$ cat src/rtl/sum_accum_pkg.sv
// sum_accum_pkg -- shared definitions for the sum_accumulator block.
//
// Contents:
//   sum_acc_state_e     FSM states: IDLE, ACCUM, DONE
//   SUM_ACC_SIZE_DEF    default operand/sum width
//   SUM_ACC_COUNT_DEF   default number of operands per result
//   sum_acc_cnt_w()     counter width able to hold 0..count
package sum_accum_pkg;

    localparam int SUM_ACC_SIZE_DEF  = 4;
    localparam int SUM_ACC_COUNT_DEF = 4;

    typedef enum logic [1:0] {
        IDLE  = 2'd0,
        ACCUM = 2'd1,
        DONE  = 2'd2
    } sum_acc_state_e;

    // The operand counter runs 0..count, so it needs room for count itself.
    function automatic int sum_acc_cnt_w(input int count);
        return $clog2(count + 1);
    endfunction

endpackage

$ cat src/rtl/sum_accumulator_if.sv
// sum_accumulator_if -- operand/result handshake bundle for sum_accumulator.
//
// Parameter:
//   SIZE        operand and sum width
// Signals:
//   in_valid    producer offers in_data
//   in_ready    accumulator can take an operand this cycle
//   in_data     unsigned operand
//   out_valid   out_sum/out_ovf hold a completed result
//   out_ready   consumer takes the result this cycle
//   out_sum     accumulated sum
//   out_ovf     a carry-out occurred during the accumulation
// Modports:
//   master      the environment (operand producer and result consumer)
//   slave       the accumulator
interface sum_accumulator_if
    import sum_accum_pkg::*;
#(
    parameter int SIZE = SUM_ACC_SIZE_DEF
);

    logic            in_valid;
    logic            in_ready;
    logic [SIZE-1:0] in_data;
    logic            out_valid;
    logic            out_ready;
    logic [SIZE-1:0] out_sum;
    logic            out_ovf;

    modport master (
        output in_valid,
        output in_data,
        output out_ready,
        input  in_ready,
        input  out_valid,
        input  out_sum,
        input  out_ovf
    );

    modport slave (
        input  in_valid,
        input  in_data,
        input  out_ready,
        output in_ready,
        output out_valid,
        output out_sum,
        output out_ovf
    );

endinterface

$ cat src/rtl/sum_accumulator_rca.sv
// RCA_nocin -- N-bit ripple-carry adder without carry-in.
//
// Purely combinational.
// Ports:
//   x, y    N-bit unsigned addends
//   s       low N bits of x + y
//   cout    carry out of the top bit
module RCA_nocin #(
    parameter int N = 4
) (
    input  logic [N-1:0] x,
    input  logic [N-1:0] y,
    output logic [N-1:0] s,
    output logic         cout
);

    logic [N:0] c;

    assign c[0] = 1'b0;

    for (genvar i = 0; i < N; i++) begin : g_fa
        assign s[i]   = x[i] ^ y[i] ^ c[i];
        assign c[i+1] = (x[i] & y[i]) | (c[i] & (x[i] ^ y[i]));
    end

    assign cout = c[N];

endmodule

$ cat src/rtl/sum_accumulator.sv
// sum_accumulator -- sums COUNT unsigned operands and presents one result.
//
// Operands arrive on a valid/ready handshake; after the COUNT-th accepted
// operand the sum is held in DONE until the consumer takes it. out_ovf is
// sticky across the accumulation and records any carry-out of the adder.
//
// Parameters:
//   SIZE     operand, sum and accumulator width (>= 2)
//   COUNT    operands per result (>= 1)
// Ports:
//   clk      rising-edge clock
//   rst      asynchronous active-high reset
//   clr      synchronous clear; abandons the current accumulation
//   bus      sum_accumulator_if.slave (in_* operand side, out_* result side)
// Build option:
//   SUM_ACC_SATURATE_EN  when defined, an add with carry-out saturates acc
//                        to all-ones instead of wrapping.
module sum_accumulator
    import sum_accum_pkg::*;
#(
    parameter int SIZE  = SUM_ACC_SIZE_DEF,
    parameter int COUNT = SUM_ACC_COUNT_DEF
) (
    input  logic               clk,
    input  logic               rst,
    input  logic               clr,
    sum_accumulator_if.slave   bus
);

    localparam int             CW       = sum_acc_cnt_w(COUNT);
    localparam logic [CW-1:0]  CNT_ONE  = CW'(1);
    localparam logic [CW-1:0]  CNT_LAST = CW'(COUNT - 1);

    sum_acc_state_e  state_q, state_d;
    logic [SIZE-1:0] acc_q,   acc_d;
    logic            ovf_q,   ovf_d;
    logic [CW-1:0]   cnt_q,   cnt_d;

    logic [SIZE-1:0] add_sum;
    logic            add_cout;
    logic [SIZE-1:0] add_res;

    logic            rdy;
    logic            accept;
    logic            consume;

    // ------------------------------------------------------------------
    // Datapath adder: acc + incoming operand, carry-out only feeds ovf.
    // ------------------------------------------------------------------
    RCA_nocin #(
        .N (SIZE)
    ) u_add (
        .x    (acc_q),
        .y    (bus.in_data),
        .s    (add_sum),
        .cout (add_cout)
    );

`ifdef SUM_ACC_SATURATE_EN
    // Once saturated, acc is all-ones and any nonzero operand carries out
    // again, so the value sticks at all-ones for the rest of the run.
    assign add_res = add_cout ? {SIZE{1'b1}} : add_sum;
`else
    assign add_res = add_sum;
`endif

    // ------------------------------------------------------------------
    // Handshake. clr blocks new operands but does not hide a held result,
    // so a consume may land on the same edge as a clear.
    // ------------------------------------------------------------------
    assign rdy     = (state_q != DONE) && !clr;
    assign accept  = bus.in_valid && rdy;
    assign consume = (state_q == DONE) && bus.out_ready;

    assign bus.in_ready  = rdy;
    assign bus.out_valid = (state_q == DONE);
    assign bus.out_sum   = acc_q;
    assign bus.out_ovf   = ovf_q;

    // ------------------------------------------------------------------
    // Next-state / datapath update
    // ------------------------------------------------------------------
    always_comb begin
        state_d = state_q;
        acc_d   = acc_q;
        ovf_d   = ovf_q;
        cnt_d   = cnt_q;

        unique case (state_q)
            IDLE: begin
                if (accept) begin
                    // First operand loads directly; no add, no carry.
                    acc_d   = bus.in_data;
                    ovf_d   = 1'b0;
                    cnt_d   = CNT_ONE;
                    state_d = (COUNT == 1) ? DONE : ACCUM;
                end
            end

            ACCUM: begin
                if (accept) begin
                    acc_d = add_res;
                    ovf_d = ovf_q | add_cout;
                    cnt_d = cnt_q + CNT_ONE;
                    // cnt_q already counts the accepts so far; this one is
                    // the COUNT-th when cnt_q sits at COUNT-1.
                    if (cnt_q == CNT_LAST) begin
                        state_d = DONE;
                    end
                end
            end

            DONE: begin
                // acc/ovf held so out_sum/out_ovf stay stable until taken.
                if (consume) begin
                    state_d = IDLE;
                end
            end

            default: begin
                state_d = IDLE;
            end
        endcase

        // Clear overrides any accept or consume on the same edge.
        if (clr) begin
            state_d = IDLE;
            acc_d   = '0;
            ovf_d   = 1'b0;
            cnt_d   = '0;
        end
    end

    // ------------------------------------------------------------------
    // State registers
    // ------------------------------------------------------------------
    always_ff @(posedge clk or posedge rst) begin
        if (rst) begin
            state_q <= IDLE;
            acc_q   <= '0;
            ovf_q   <= 1'b0;
            cnt_q   <= '0;
        end else begin
            state_q <= state_d;
            acc_q   <= acc_d;
            ovf_q   <= ovf_d;
            cnt_q   <= cnt_d;
        end
    end

endmodule

$ cat src/flat_wrapper.sv
// flat-port wrapper written by rule: the top's interface ports become plain ports
module sum_accumulator_flat import sum_accum_pkg::*;
#(
    parameter int SIZE  = SUM_ACC_SIZE_DEF,
    parameter int COUNT = SUM_ACC_COUNT_DEF
)
  (clk, rst, clr, bus_in_valid, bus_in_data, bus_out_ready, bus_in_ready, bus_out_valid, bus_out_sum, bus_out_ovf);
  sum_accumulator_if #(.SIZE(SIZE)) bus_i ();
  input  logic clk;
  input  logic rst;
  input  logic clr;
  input wire logic [$bits(bus_i.in_valid)-1:0] bus_in_valid;
  input wire logic [$bits(bus_i.in_data)-1:0] bus_in_data;
  input wire logic [$bits(bus_i.out_ready)-1:0] bus_out_ready;
  output wire logic [$bits(bus_i.in_ready)-1:0] bus_in_ready;
  output wire logic [$bits(bus_i.out_valid)-1:0] bus_out_valid;
  output wire logic [$bits(bus_i.out_sum)-1:0] bus_out_sum;
  output wire logic [$bits(bus_i.out_ovf)-1:0] bus_out_ovf;
  assign bus_i.in_valid = bus_in_valid;
  assign bus_i.in_data = bus_in_data;
  assign bus_i.out_ready = bus_out_ready;
  assign bus_in_ready = bus_i.in_ready;
  assign bus_out_valid = bus_i.out_valid;
  assign bus_out_sum = bus_i.out_sum;
  assign bus_out_ovf = bus_i.out_ovf;
  sum_accumulator #(.SIZE(SIZE), .COUNT(COUNT)) u_core (.clk(clk), .rst(rst), .clr(clr), .bus(bus_i));
endmodule
$ cat config.mk
export PLATFORM = sky130hd
export DESIGN_NAME = sum_accumulator_flat
export DESIGN_NICKNAME = d
export VERILOG_FILES = /design/src/rtl/sum_accum_pkg.sv /design/src/rtl/sum_accumulator_if.sv /design/src/rtl/sum_accumulator_rca.sv /design/src/rtl/sum_accumulator.sv /design/src/flat_wrapper.sv
export SDC_FILE = /design/constraint.sdc
export NUM_CORES = 1
export LEC_CHECK = 0
export ABC_CLOCK_PERIOD_IN_PS = 1700
export BUFFER_PORTS_ARGS = -buffer_cell sky130_fd_sc_hd__buf_2
export CAP_MARGIN = 0
export CELL_PAD_IN_SITES_DETAIL_PLACEMENT = 1
export CELL_PAD_IN_SITES_GLOBAL_PLACEMENT = 2
export CORE_UTILIZATION = 25
export DETAILED_ROUTE_END_ITERATION = 8
export PLACE_DENSITY = 0.64
export REMOVE_ABC_BUFFERS = 1
export SKIP_CTS_REPAIR_TIMING = 1
export SYNTH_ARGS = -nofsm -noshare
export SYNTH_HDL_FRONTEND = slang
export SYNTH_HIERARCHICAL = 1
export SYNTH_SLANG_ARGS = --single-unit
$ cat constraint.sdc
create_clock -name clk -period 1.7 [get_ports clk]
set_input_delay 0 -clock clk [delete_from_list [all_inputs] [get_ports clk]]
set_output_delay 0 -clock clk [all_outputs]
set_load 0.05 [all_outputs]
==> results of run 1 <==
## kinds of logic after synthesis
group	count (synthesis)
buf+inv	16
compound gates	12
simple gates	11
flops	10
fa+ha+maj	6
mux	4
## sequential cells by signal (all words and copies together), names as in the netlist
| signal | flops |
|---|---|
| u_core/bus.out_sum | 4 |
| u_core/cnt_q | 3 |
| u_core/state_q | 2 |
| u_core/bus.out_ovf | 1 |
## cell usage in the layout, fill, tap and decap left out, drive strengths merged
| cell type | instances |
|---|---|
| a21o | 1 |
| a21oi | 1 |
| a221oi | 1 |
| a32o | 1 |
| a32oi | 1 |
| buf | 19 |
| clkbuf | 4 |
| dfrtp | 10 |
| dlygate4sd3 | 1 |
| fa | 3 |
| ha | 3 |
| inv | 15 |
| mux2i | 4 |
| nand2 | 1 |
| nand3 | 1 |
| nor2 | 3 |
| nor2b | 3 |
| nor3 | 1 |
| nor3b | 1 |
| o21ai | 2 |
| o2bb2ai | 5 |
| or3b | 1 |
## area by class of cell
type,instances,area [um^2]
tap,28,35.0
fill,264,1460
sequential,10,250
inverter,15,56.3
multi-input combinational,33,328
clock buffer,4,36.3
timing repair buffer,20,115
## critical path: stages, from the launching register on
cell	delay [ns]
dfrtp_1	0.36
ha_1	0.14
inv_1	0.05
fa_2	0.33
inv_2	0.06
fa_2	0.17
inv_1	0.05
fa_2	0.51
inv_1	0.04
mux2i_1	0.13
o2bb2ai_1	0.07
## final timing paths
check / slack, ns / depth (start not counted) / to / start
max: -0.32 / 10 / u_core/bus.out_sum[3]$_DFFE_PP0P_ / u_core/bus.out_sum[0]$_DFFE_PP0P_
min: 0.02 / 2 / u_core/bus.out_ovf$_DFFE_PP0P_ / clr
max reg2reg: -0.32 / 10 / u_core/bus.out_sum[3]$_DFFE_PP0P_ / u_core/bus.out_sum[0]$_DFFE_PP0P_
min reg2reg: 0.50 / 1 / u_core/cnt_q[2]$_DFFE_PP0P_ / u_core/cnt_q[2]$_DFFE_PP0P_
max in group asynchronous: 1.16 / 3 / u_core/cnt_q[0]$_DFFE_PP0P_ / rst
min in group asynchronous: 0.25 / 3 / u_core/state_q[1]$_DFFE_PP0P_ / rst
## stage by stage
| stage | instance area, um^2 | hold slack [ns] | setup slack, ns | power [mW] | std cells |
|---|---|---|---|---|---|
| floorplan | 617 | -0.160 | -0.590 | 0.365 | 58 |
| global placement | 757 | 0.00825 | -0.302 | 0.414 | 105 |
| detailed placement | 757 | 0.0155 | -0.336 | 0.418 | 105 |
| CTS | 793 | -0.287 | -0.340 | 0.647 | 109 |
| global route | 821 | 0.0339 | -0.433 | 0.685 | 110 |
| finish | 821 | 0.0209 | -0.316 | 0.641 | 110 |
## routing by layer
layer	wire (um)	up-vias	GRT usage, %
met3	59	0	2.63
met5	0	-	0
met2	594	13	18.6
met4	0	0	6.76
li1	-	242	-
met1	675	243	15.9
## where the power goes
part | internal (mW) | leakage (nW) | switching [mW] | total [mW]
Sequential | 0.251 | 0.134 | 0.0103 | 0.261
Combinational | 0.0593 | 0.258 | 0.0993 | 0.159
Clock | 0.130 | 0.0210 | 0.0910 | 0.221
==> impl_metrics.ini, run 1 <==
[clocking]
numCtsBuffers = 3
htree_levels = 1
clk_latency_ns = 0.27
cts-root-buf = clkbuf_4
clkTransAtPathRegs_ns = 0.07
cts_tree = yes
cts_buffer_depth = 2
clkSinkCount = 10

[sta]
setup_tns_ns = -0.532
fmax_ghz = 0.496
setup_viol = 2
period_share_pct = 119
hold_violations = 0
tightest_slew_ns = 0.409
relSlewSlack_pct = 72.7
slew_viol_final = 0
finalClockSkew_ns = 0.00270
finalCriticalPeriod_ns = 2.02
setup_ws_ns = -0.316
rsz0062_at_grt = yes

[synthesis]
yosysTopAreaCell = dfrtp_1
synthDistinctLibCells = 24
ys_ff_latch = 10
synth_area_leaders = dfrtp_1, fa_1, inv_1, o2bb2ai_1, mux2i_1
synthCells = 59
synth_compound_area_share_pct = 15.6
synthesis.area_um2 = 624
synth.most_common_cell = inv_1
synth_top_family_by_area = adder cells
synthAdderAreaFrac_pct = 15.6
ys.flop_type = dfrtp_1
synthMuxAreaShare_pct = 6.41
synthSimpleGateAreaFrac_pct = 12.0
synthXorXnorAreaFrac_pct = 0
async_flop_share_pct = 100
yosysSeqAreaShare_pct = 40.1
avgSynthCellArea_um2 = 10.6
yosysTopAreaCellShare_pct = 40.1
yosys_warnings = 6
synth_edf_count = 0
synth_common_cells = inv_1, dfrtp_1, o2bb2ai_1

[finish]
utilization_pct = 36.1
area_growth_pct = 31.5
num_antenna_cells = 0
nets = 98
drive_gt1_share_pct = 43.9

[routing]
drtPass1Iterations = 2
via_per_inst = 4.53
drc = 0
via_count = 498
wirelength_um = 1330
ant_nets = 0
drt_iter0_drc = 4
wl_per_cell_um = 12.1

[job]
cap_violations = 0

[global_route]
grt_pass1_vias = 537
globalRoute.totalOverflow = 0
grt_pass1_wl_um = 2350
antenna_found_initial = 0
grt_max_degree = 11
track_usage_pct = 12.2

[critical_path]
start_kind = register
cp-end-kind = register
worstPathArrival_ns = 2.18
crit_type = reg2reg
critical_path.max_fanout = 2
cp.required_ns = 1.86

[status]
violations = negative setup slack
outcome = complete, but fails checks

[placed_design]
hpwl_um = 1000
port_buffers = 15
globalplace.congestion = 0.624

[pwr]
irDropWorstVdd_mv = 0.352
p_leak_nw = 0.413
p_per_area_nw_per_um2 = 780

[die]
pin_count = 16
initial_core_util_pct = 27.4
rows = 17
die_area_um2 = 2700
core_um2 = 2280
die_h_um = 52.0
die_x_um = 52.0

[hold_path]
hp-class = in2reg
Note: power is estimated with default switching activity, not from simulation.
==> run 2, diff against run 1 <==
--- a/config.mk
+++ b/config.mk
@@ -13,8 +13,8 @@
 export CORE_UTILIZATION = 25
 export DETAILED_ROUTE_END_ITERATION = 8
 export PLACE_DENSITY = 0.64
+export RECOVER_POWER = 50
 export REMOVE_ABC_BUFFERS = 1
-export SKIP_CTS_REPAIR_TIMING = 1
 export SYNTH_ARGS = -nofsm -noshare
 export SYNTH_HDL_FRONTEND = slang
 export SYNTH_HIERARCHICAL = 1
==> impl_metrics.ini, run 2 (synthesis gave the netlist of run 1 again) <==
[status]
outcome = complete, but fails checks
violations = negative setup slack

[die]
pin_count = 16
core_um2 = 2280
die_area_um2 = 2700
rows = 17
die_x_um = 52.0
initial_core_util_pct = 27.4
die_h_um = 52.0

[routing]
drt_iter0_drc = 5
via_count = 505
drc = 0
wl_per_cell_um = 12.0
drtPass1Iterations = 2
ant_nets = 0
via_per_inst = 4.55
wirelength_um = 1340

[sta]
slew_viol_final = 0
relSlewSlack_pct = 60.9
hold_violations = 0
finalCriticalPeriod_ns = 2.01
tightest_slew_ns = 0.589
fmax_ghz = 0.498
period_share_pct = 118
rsz0062_at_grt = yes
setup_ws_ns = -0.307
finalClockSkew_ns = 0.00220
whs_ns = 0.0208
setup_viol = 3

[hold_path]
hp-class = in2reg
holdPathEnd = u_core/bus.out_ovf$_DFFE_PP0P_
min_from = clr
hold_depth = 2

[pwr]
clkPwrFrac_pct = 34.5
p_seq_share_pct = 40.7
switching_share_pct = 31.3
internal-power_mw = 0.441
power.switching_mw = 0.201
p_per_area_nw_per_um2 = 778
irDropWorstVdd_mv = 0.354
pwr-share-comb_pct = 24.8
p_leak_nw = 0.414

[placed_design]
pre_cts_slack_ns = -0.336
globalplace.congestion = 0.624
dp_cells = 105
hpwl_um = 1000
port_buffers = 15

[clocking]
cts-root-buf = clkbuf_4
cts_buffer_depth = 2
numCtsBuffers = 3
htree_levels = 1
clk_latency_ns = 0.27
clkTransAtPathRegs_ns = 0.07
cts_tree = yes
clkSinkCount = 10

[finish]
drive_gt1_share_pct = 43.4
layoutNonFillerInstCount = 111
final-seq-area_um2 = 250
nets = 99
final_common_cell = buf_2
final_cell_mix = buf_2, inv_1, dfrtp_1
area_growth_pct = 32.1
fillers = 265
multiInputGateArea_um2 = 325
largest_reg_flops = 4
num_antenna_cells = 0

[critical_path]
critical_path.max_fanout = 2
worstPathArrival_ns = 2.17
regToRegSetupSlack_ns = -0.31
r2r-end = u_core/bus.out_sum[3]$_DFFE_PP0P_
cp.required_ns = 1.86
startpoint = u_core/bus.out_sum[0]$_DFFE_PP0P_
cp-end-kind = register
timing.rr.start = u_core/bus.out_sum[0]$_DFFE_PP0P_
crit_type = reg2reg
start_kind = register
worstRegToRegCells = 10

[job]
cap_violations = 0

[global_route]
grt_pass1_wl_um = 2410
antenna_found_initial = 0
grt_max_degree = 11
grt_pass1_vias = 538
globalRoute.totalOverflow = 0
track_usage_pct = 12.5
-- run 2: cell types whose count changed in the layout (fill, tap and decap cells not counted), sizes merged --
cell    before  now
clkbuf       4    5
-- run 2: area by class of cell --
| cell class | count | area share [%] |
|---|---|---|
| tap | 28 | 4.25 |
| clock buffer | 4 | 4.40 |
| multi-input combinational | 33 | 39.5 |
| sequential | 10 | 30.3 |
| timing repair buffer | 21 | 14.7 |
| inverter | 15 | 6.83 |
-- run 2: per-stage QoR --
stage / total power [mW] / TNS [ns] / area, um^2 / utilization, %
2_1_floorplan: 0.365 / -1.45 / 617 / -
3_3_place_gp: 0.414 / -0.576 / 757 / 33.3
3_5_place_dp: 0.418 / -0.688 / 757 / 33.3
4_1_cts: 0.651 / -0.672 / 808 / 35.5
5_1_grt: 0.686 / -0.995 / 825 / 36.2
6_report: 0.641 / -0.609 / 825 / 36.2
-- run 2: what timing repair did --
action	CTS	global route
hold buffers	1	0
pin swaps	1	2
setup buffers	0	1
endpoints found under the setup margin	3	3
gates resized for setup	4	3
hold endpoints to repair	10	0
-- run 2: how the worst max path moves through the flow --
| stage | endpoint | slack [ns] | cells after the start |
|---|---|---|---|
| after floorplan | u_core/bus.out_sum[3]$_DFFE_PP0P_ | -0.59 | 10 |
| after global placement | u_core/bus.out_sum[3]$_DFFE_PP0P_ | -0.30 | 10 |
| after detailed placement | u_core/bus.out_sum[3]$_DFFE_PP0P_ | -0.34 | 10 |
| after CTS | u_core/bus.out_sum[3]$_DFFE_PP0P_ | -0.33 | 10 |
| after global routing | u_core/bus.out_ovf$_DFFE_PP0P_ | -0.43 | 10 |
| final | u_core/bus.out_sum[3]$_DFFE_PP0P_ | -0.31 | 10 |
-- run 2: layer usage --
metal  part of all wire, %  global-route usage, %  up-vias
met5                     0                      0        -
met4                     0                   6.76        0
met3                   4.4                   2.63        0
met2                    44                   19.0       13
met1                    51                   16.3      248
li1                      -                      -      244
-- run 2: critical path: stages, from the launching register on --
cell and delay [ns]:
dfrtp_1 0.36, ha_2 0.18, inv_2 0.04, fa_2 0.35, inv_2 0.06, fa_1 0.15, inv_1 0.05, fa_1 0.47
inv_1 0.04, mux2i_1 0.13, o2bb2ai_1 0.07
-- run 2: power groups by stage --
stage	registers, mW	clock network [mW]	logic [mW]
2_1_floorplan	0.296	0	0.0687
3_3_place_gp	0.265	0	0.149
3_5_place_dp	0.266	0	0.152
4_1_cts	0.261	0.234	0.156
5_1_grt	0.263	0.243	0.180
6_report	0.261	0.222	0.159
